==> src/rtl/gauss_pkg.sv <==
// Shared widths, fixed-point formats and the sample type for the Box-Muller output stage.
package gauss_pkg;

   localparam int F_W    = 16;
   localparam int G_W    = 16;
   localparam int OUT_W  = 16;
   localparam int PROD_W = 33;

   localparam int F_FRAC   = 13;
   localparam int G_FRAC   = 14;
   localparam int OUT_FRAC = 11;

   // Product carries F_FRAC + G_FRAC = 27 fractional bits; dropping 16 leaves Q5.11.
   localparam int OUT_SHIFT_DEFAULT = F_FRAC + G_FRAC - OUT_FRAC;

   typedef logic signed [OUT_W-1:0] sample_t;

endpackage

==> src/rtl/gauss_out_fifo.sv <==
// Dual-write, single-read synchronous FIFO: each push writes a pair into two adjacent slots.
// Pairs always start on an even slot, so the read pointer LSB tells which half of a pair is at the head.
module gauss_out_fifo #(
   parameter int DEPTH = 8,
   parameter int W     = 16,
   parameter int CNT_W = $clog2(DEPTH + 1)
) (
   input  logic             i_clk,
   input  logic             i_rst_n,
   input  logic             i_push,
   input  logic [W-1:0]     i_wdata0,
   input  logic [W-1:0]     i_wdata1,
   input  logic             i_pop,
   output logic [W-1:0]     o_rdata,
   output logic [CNT_W-1:0] o_count,
   output logic             o_headOdd
);

   localparam int PTR_W = $clog2(DEPTH);

   logic [W-1:0]     r_mem [DEPTH];
   logic [PTR_W-1:0] r_wrPtr;
   logic [PTR_W-1:0] r_rdPtr;
   logic [CNT_W-1:0] r_count;
   logic             w_pop;

   assign w_pop = i_pop && (r_count != '0);

   // The write pointer is always even, so the second slot of a pair never wraps.
   always_ff @(posedge i_clk) begin
      if (i_push) begin
         r_mem[r_wrPtr]               <= i_wdata0;
         r_mem[r_wrPtr + PTR_W'(1)]   <= i_wdata1;
      end
   end

   always_ff @(posedge i_clk or negedge i_rst_n) begin
      if (!i_rst_n) begin
         r_wrPtr <= '0;
         r_rdPtr <= '0;
         r_count <= '0;
      end else begin
         if (i_push) begin
            r_wrPtr <= (r_wrPtr == PTR_W'(DEPTH - 2)) ? '0 : r_wrPtr + PTR_W'(2);
         end
         if (w_pop) begin
            r_rdPtr <= (r_rdPtr == PTR_W'(DEPTH - 1)) ? '0 : r_rdPtr + PTR_W'(1);
         end
         case ({i_push, w_pop})
            2'b10:   r_count <= r_count + CNT_W'(2);
            2'b11:   r_count <= r_count + CNT_W'(1);
            2'b01:   r_count <= r_count - CNT_W'(1);
            default: r_count <= r_count;
         endcase
      end
   end

   assign o_rdata   = (r_count != '0) ? r_mem[r_rdPtr] : '0;
   assign o_count   = r_count;
   assign o_headOdd = r_rdPtr[0];

   overflowCheck: assert property (@(posedge i_clk) disable iff (!i_rst_n)
      i_push |-> ((int'(r_count) + 2 - int'(w_pop)) <= DEPTH));

endmodule

==> src/rtl/gauss_output_stage.sv <==
// Final Box-Muller stage: x0 = f*cos, x1 = f*sin, scaled to Q5.11 and buffered for a valid/ready consumer.
// Build option GAUSS_OUT_ROUND_EN selects round-half-up; otherwise results truncate toward minus infinity.
module gauss_output_stage
   import gauss_pkg::*;
#(
   parameter int FIFO_DEPTH = 8,
   parameter int OUT_SHIFT  = OUT_SHIFT_DEFAULT
) (
   input  logic             clk,
   input  logic             reset,
   input  logic             in_valid,
   output logic             in_ready,
   input  logic [F_W-1:0]   f_i,
   input  logic [G_W-1:0]   g0_i,
   input  logic [G_W-1:0]   g1_i,
   output logic             out_valid,
   input  logic             out_ready,
   output logic [OUT_W-1:0] sample_o,
   output logic [31:0]      pair_cnt_o
);

   localparam int CNT_W = $clog2(FIFO_DEPTH + 1);

   logic                     r_s1Valid;
   logic [F_W-1:0]           r_f;
   logic signed [G_W-1:0]    r_g0;
   logic signed [G_W-1:0]    r_g1;
   logic                     r_s2Valid;
   logic signed [PROD_W-1:0] r_p0;
   logic signed [PROD_W-1:0] r_p1;
   logic                     r_s3Valid;
   sample_t                  r_x0;
   sample_t                  r_x1;
   logic [31:0]              r_pairCnt;

   logic                     w_accept;
   logic                     w_pop;
   logic                     w_popIsX1;
   logic [CNT_W-1:0]         w_fifoCount;
   int                       w_used;
   logic signed [PROD_W-1:0] w_fWide;
   logic signed [PROD_W-1:0] w_g0Wide;
   logic signed [PROD_W-1:0] w_g1Wide;
   logic signed [PROD_W-1:0] w_p0Adj;
   logic signed [PROD_W-1:0] w_p1Adj;
   sample_t                  w_x0;
   sample_t                  w_x1;

   // Every stage holding a pair reserves two FIFO slots, so the FIFO can never overflow
   // and the pipeline never needs to stall.
   always_comb begin
      w_used   = int'(w_fifoCount)
               + 2 * (int'(r_s1Valid) + int'(r_s2Valid) + int'(r_s3Valid));
      in_ready = reset && (w_used <= FIFO_DEPTH - 2);
   end

   assign w_accept = in_valid && in_ready;

   assign w_fWide  = PROD_W'({1'b0, r_f});
   assign w_g0Wide = PROD_W'(r_g0);
   assign w_g1Wide = PROD_W'(r_g1);

`ifdef GAUSS_OUT_ROUND_EN
   localparam logic signed [PROD_W-1:0] ROUND_BIAS = PROD_W'(64'd1 << (OUT_SHIFT - 1));
   assign w_p0Adj = r_p0 + ROUND_BIAS;
   assign w_p1Adj = r_p1 + ROUND_BIAS;
`else
   assign w_p0Adj = r_p0;
   assign w_p1Adj = r_p1;
`endif

   // |f| < 8 and g in [-2,2) keep the shifted result inside 16 bits, so no saturation is needed.
   assign w_x0 = OUT_W'(w_p0Adj >>> OUT_SHIFT);
   assign w_x1 = OUT_W'(w_p1Adj >>> OUT_SHIFT);

   always_ff @(posedge clk or negedge reset) begin
      if (!reset) begin
         r_s1Valid <= 1'b0;
         r_f       <= '0;
         r_g0      <= '0;
         r_g1      <= '0;
         r_s2Valid <= 1'b0;
         r_p0      <= '0;
         r_p1      <= '0;
         r_s3Valid <= 1'b0;
         r_x0      <= '0;
         r_x1      <= '0;
      end else begin
         r_s1Valid <= w_accept;
         if (w_accept) begin
            r_f  <= f_i;
            r_g0 <= g0_i;
            r_g1 <= g1_i;
         end
         r_s2Valid <= r_s1Valid;
         if (r_s1Valid) begin
            r_p0 <= w_fWide * w_g0Wide;
            r_p1 <= w_fWide * w_g1Wide;
         end
         r_s3Valid <= r_s2Valid;
         if (r_s2Valid) begin
            r_x0 <= w_x0;
            r_x1 <= w_x1;
         end
      end
   end

   gauss_out_fifo #(
      .DEPTH (FIFO_DEPTH),
      .W     (OUT_W),
      .CNT_W (CNT_W)
   ) u_fifo (
      .i_clk     (clk),
      .i_rst_n   (reset),
      .i_push    (r_s3Valid),
      .i_wdata0  (r_x0),
      .i_wdata1  (r_x1),
      .i_pop     (w_pop),
      .o_rdata   (sample_o),
      .o_count   (w_fifoCount),
      .o_headOdd (w_popIsX1)
   );

   assign out_valid = (w_fifoCount != '0);
   assign w_pop     = out_valid && out_ready;

   // A pair counts as drained when its x1 (odd slot) leaves the FIFO.
   always_ff @(posedge clk or negedge reset) begin
      if (!reset) begin
         r_pairCnt <= '0;
      end else if (w_pop && w_popIsX1) begin
         r_pairCnt <= r_pairCnt + 32'd1;
      end
   end

   assign pair_cnt_o = r_pairCnt;

endmodule

==> config.mk <==
export PLATFORM = sky130hd
export DESIGN_NAME = gauss_output_stage
export DESIGN_NICKNAME = d
export VERILOG_FILES = /design/src/rtl/gauss_pkg.sv /design/src/rtl/gauss_out_fifo.sv /design/src/rtl/gauss_output_stage.sv
export SDC_FILE = /design/constraint.sdc
export NUM_CORES = 2
export LEC_CHECK = 0
export ABC_AREA = 1
export CORE_MARGIN = 2
export CORE_UTILIZATION = 60
export CTS_CLUSTER_DIAMETER = 200
export DETAILED_ROUTE_END_ITERATION = 10
export HOLD_SLACK_MARGIN = 0.15
export PLACE_DENSITY = 0.84
export RECOVER_POWER = 50
export SYNTH_ARGS = -nofsm -noshare
export SYNTH_HDL_FRONTEND = slang
export SYNTH_SLANG_ARGS = --single-unit
==> constraint.sdc <==
create_clock -name clk -period 8.85 [get_ports clk]
set_input_delay 0.885 -clock clk [delete_from_list [all_inputs] [get_ports clk]]
set_output_delay 0.885 -clock clk [all_outputs]
set_load 0.02 [all_outputs]
-- Word-level counts from Yosys, hierarchy flattened
Memory sizes are Yosys's and may differ from the RTL's.
Index checks and enable logic that the tools add are counted.
Widths: inputs -> output; s select.
- logic and storage cells: 46
- input port bits: 52
- register bits: 189
- output and inout port bits: 50
- bits in writable memories: 128
- memories kept: 1
- memories (memory ; depth ; width ; rd ports ; clocked after memory_dff ; write ports ; RTL line ; RTL):
    u_fifo.r_mem ; 8 ; 16 ; 1 ; 0 ; 2 ; gauss_out_fifo.sv:21 ; logic [W-1:0] r_mem [DEPTH];
- multiply operators: 2
- $lt $le $gt $ge: 1
- mux-type cells: 6
- equal/unequal tests: 5
- add/sub/neg operators: 10
- reductions and logical operators: 7
- operators by type and width (operator ; number):
    $mul 17x16->32 ; 2
    $add 32x1->32 const B ; 1
    $mux 16 ; 1
    $pmux 4 s3 ; 1
    $add 3x1->3 const B ; 2
    $eq 3x3->1 const B ; 2
    $mux 3 ; 2
    $add 4x4->5 ; 1
    $le 5x3->1 const B ; 1
    $logic_and 1x1->1 ; 5
    $add 4x1->4 const B ; 1
    $add 4x2->4 const B ; 1
    $eq 2x2->1 const B ; 2
    $reduce_bool 4->1 ; 1
    $sub 4x1->4 const B ; 1
    $add 2x1->3 ; 1
    $add 3x2->3 const B ; 1
    $reduce_bool 3->1 ; 1
    $add 1x1->2 ; 1
    $eq 2x1->1 const B ; 1
    $mux 1 ; 2

-- Depth between registers and ports, before layout
- depth in word-level cells: 6
- gate-level depth with buffers: 26
- depth with buffers taken out: 24

-- By module
Synthesis repeated with hierarchy kept, for this count alone.
- cell total of the unflattened synthesis: 3794
- area total of the unflattened synthesis: 30817.1 um2
- modules (own cells, without submodules) (module ; area an instance (um2) ; cells each ; instances ; seq. area each (um2)):
    gauss_output_stage ; 24476.0 ; 3182 ; 1 ; 3678.5
    gauss_out_fifo ; 6341.1 ; 612 ; 1 ; 4068.9

-- Worst setup path after synthesis
Ideal clock, no wire load.
- path kind: register to register
- from: register r_g0[7]
- to: register r_p0[20]
- slack: 3.504 ns
- clock period less this slack: 5.346 ns
- data required time: 8.732 ns
- arrival time: 5.228 ns
- path buffers: 2
- cell stages (with the launch flop): 23
- cells stage by stage: dfrtp_1 -> clkbuf_1 -> clkbuf_1 -> nand2_1 -> fa_1 -> inv_1 -> fa_1 -> inv_1 -> fa_1 -> inv_1 -> fa_1 -> fa_1 -> inv_1 -> fa_1 -> inv_1 -> ha_1 -> a21oi_1 -> o21ai_0 -> a21oi_1 -> nand3_1 -> or2_2 -> nand3_1 -> nand2_1
- cells in the longest elaborated chain, start to end: 1
- RTL lines (element ; RTL line ; RTL):
    start, declared ; gauss_output_stage.sv:26 ; logic signed [G_W-1:0] r_g0;
    start signal, assigned ; gauss_output_stage.sv:92 ; r_g0 <= g0_i;
    $mul 17x16->32 ; gauss_output_stage.sv:97 ; r_p0 <= w_fWide * w_g0Wide;
    end signal, assigned ; gauss_output_stage.sv:97 ;
    end, declared ; gauss_output_stage.sv:29 ; logic signed [PROD_W-1:0] r_p0;
No other way between the ends.
A chain may end at the register's enable or synchronous reset.

-- Final worst setup path
- from: register r_f[7]
- to: register r_p0[24]
- cells in the longest elaborated chain, start to end: 1
- RTL lines (element ; RTL line ; RTL):
    start, declared ; gauss_output_stage.sv:25 ; logic [F_W-1:0] r_f;
    start signal, assigned ; gauss_output_stage.sv:91 ; r_f <= f_i;
    $mul 17x16->32 ; gauss_output_stage.sv:97 ;
No other way between the ends.

==> results.toml <==
[yosys]
synth.avg_cell_area_um2 = 8.078
synth_nets = 4457
syn_area_um2 = 30490
synthArstFlopShare_pct = 54.93
ys.flop_type = "dfrtp_1"
yosys_warnings = 0
ys_types = 42
synth_cells = 3775
synth-edff-count = 128
ys_seq_elements = 284
seq_area_frac_synth_pct = 25.41

[critical_path]
critical_path_class = "register to register"
reg2reg_depth = 21
path_depth = 21
path_buf_inv = 5
worstPathMaxFanout = 18
crit_family = "adder cells"
crit_required_ps = 9340
crit_path_frequent_cell = "fa_1"
worstPathArrival_ps = 6620
worstSetupStartpointType = "register"
path_cells = "buf_4, nand2_1, fa_1, inv_1, fa_1, fa_1, fa_1, fa_1, inv_1, fa_1, inv_1, ha_1, nand2_1, nor2_1, inv_1, nor3_1, nand3_1, nand3_1, nand2_1, nand3_1, nand2_1"
rrSetupSlack_ps = 2720
reg2reg_from = "r_f[7]$_DFFE_PN0P_"
r2r_end = "r_p0[24]$_DFFE_PN0P_"
cp-end-kind = "register"
slowest_stage = "dfrtp_1"
cpPeakStageDelay_ps = 820

[sta]
drv_slew = 268
fin_tns_setup_ps = 0
fin_crit_sh_pct = 69.26
setup_viol = 0
fin_skew_ps = 16.99
hold_viol_final = 0
relSlewSlack_pct = -167.4
fin_crit_ps = 6129
fmax_ghz = 0.1632
tightest_slew_ps = 4011
rsz0062_at_grt = "false"

[floorplan]
rows = 82
ios = 102
die_w_um = 229.4
dieHeight_um = 229.4
start_util_pct = 60.78
fp.dieArea_um2 = 52640
coreArea_um2 = 50170

[clock_tree]
numCtsBuffers = 31
clk_latency_ps = 600
cts_tree = "done"
hold_buffers = 0
ctsResizeCount = 0
root_buffer = "clkbuf_16"
cts.sinks = 284
post_cts_buffers = 0
htreeDepth = 1
clock_path_buffers = 3
clkTransAtPathRegs_ps = 70

[min_path]
min_path_type = "register to register"
hold_path_depth = 2
hold_path_startpoint = "r_p0[19]$_DFFE_PN0P_"
hold_end = "r_p0[19]$_DFFE_PN0P_"

[placement]
dp.final_hpwl_mm = 56.31
dpl.cell_count = 4384
place_congestion = 0.9626
port_buffers = 101

[run]
cap_violations = 6

[layout]
nFillCells = 3957
layout.nets = 4427
instances_no_fill = 4443
drive_gt1_share_pct = 2.891
seqCellArea_um2 = 7749
syn2layout_area_growth_pct = 7.874
multi_input_area_um2 = 18750

[global_route]
overflow = 0
grt_pass1_vias = 25530
grt_max_degree = 77
antenna_found_initial = 0
grt_first_pass_wirelength_mm = 126.8
grt_util_all_layers_pct = 29.97

[routing]
drt-initial-drc-count = 2123
vias = 24290
avgViaCountPerCell = 5.468
drc = 0
totalWireLength_mm = 75.42
wl_per_cell_um = 16.98
dr.pass1.iters = 6
ant_nets = 0

[outcome]
status = "finished, violations left"
violations = "capacitance limit, slew limit"
per-stage QoR:
| stage | setup WS [ps] | hold slack [ps] | cell area, um2 | util (%) |
|---|---|---|---|---|
| after global placement | 2961 | 463.3 | 31830 | 63.45 |
| after global routing | 1695 | 511.0 | 32890 | 65.56 |
| after floorplan | 3504 | 437.3 | 30490 | - |
| after CTS | 2879 | 179.8 | 32980 | 65.73 |
| final | 2721 | 480.4 | 32900 | 65.57 |
| after detailed placement | 2902 | 462.8 | 31830 | 63.45 |
cell usage after synthesis (all sizes together) (27+ instances only):
| library cell | number | share of area, % |
|---|---|---|
| a21oi | 69 | 1.1 |
| clkbuf | 177 | 2.2 |
| dfrtp | 156 | 13 |
| edfxtp | 128 | 13 |
| fa | 389 | 26 |
| ha | 241 | 9.9 |
| inv | 851 | 10 |
| nand2 | 1035 | 13 |
| nand3 | 83 | 1.4 |
| nor2 | 229 | 2.9 |
| nor3 | 30 | 0.56 |
| o21ai | 227 | 3.7 |
| xor2 | 27 | 0.78 |
layout by cell type (no fill, tap or decap), drive strengths merged, types with 19 or more instances in the layout:
cell type / synthesis / routed
nand3: 83 / 83
ha: 241 / 241
inv: 851 / 857
clkdlybuf4s50: 0 / 100
o21ai: 227 / 227
dfrtp: 156 / 156
clkbuf: 177 / 39
buf: 18 / 25
a21oi: 69 / 69
edfxtp: 128 / 128
nor3: 30 / 30
a31oi: 19 / 19
fa: 389 / 389
nor2: 229 / 229
nand2: 1035 / 1035
xor2: 27 / 27
xnor2: 19 / 19
final cells by class:
cell class	count	share of cell area, %
multi-input combinational	2445	57.00
sequential	284	23.56
inverter	851	9.711
timing repair buffer	132	3.693
tap	672	2.556
clock buffer	32	2.370
clock inverter	26	1.103
antenna	1	0.007607
sequential cells by signal (all words and copies together) (netlist names):
name	count
r_f	16
r_g1	16
u_fifo.o_count	4
u_fifo.r_wrPtr	2
r_x0	16
u_fifo.r_rdPtr	3
r_p1	16
r_g0	16
r_s2Valid	1
pair_cnt_o	32
u_fifo.r_mem	128
r_p0	16
r_s1Valid	1
r_s3Valid	1
r_x1	16
tightest hold or removal path: stages (launching register included):
cell and delay, ps:
dfrtp_1 340, nand2_1 50, nand2_1 50
worst max-delay path by stage:
| stage | from | endpoint |
|---|---|---|
| floorplan | r_g0[7]$_DFFE_PN0P_ | r_p0[20]$_DFFE_PN0P_ |
| global placement | r_f[2]$_DFFE_PN0P_ | r_p1[25]$_DFFE_PN0P_ |
| detailed placement | r_f[6]$_DFFE_PN0P_ | r_p0[25]$_DFFE_PN0P_ |
| CTS | r_f[6]$_DFFE_PN0P_ | r_p0[25]$_DFFE_PN0P_ |
| global route | reset | u_fifo.r_rdPtr[0]$_DFFE_PN0P_ |
| finish | r_f[7]$_DFFE_PN0P_ | r_p0[24]$_DFFE_PN0P_ |
routing by layer:
metal	share of wire, %	up-vias	global-route usage (%)
li1	-	11230	-
met1	40	11680	39.62
met2	46	1152	49.41
met3	9.1	231	4.856
met4	4.4	0	12.32
met5	0	-	0
kinds of logic after synthesis:
group                      share of synthesized area, %
and+or+nand+nor                                   18.37
buffers and inverters                             12.92
adders and majority gates                         35.43
AOI/OAI and AO/OA                                 5.929
DFF                                               25.41
xor gates and xnor gates                          1.321
muxes                                            0.6237
Power is left out: the tool's default activity adds up to more than one toggle a clock period on the data nets, which glitch-free logic cannot reach.
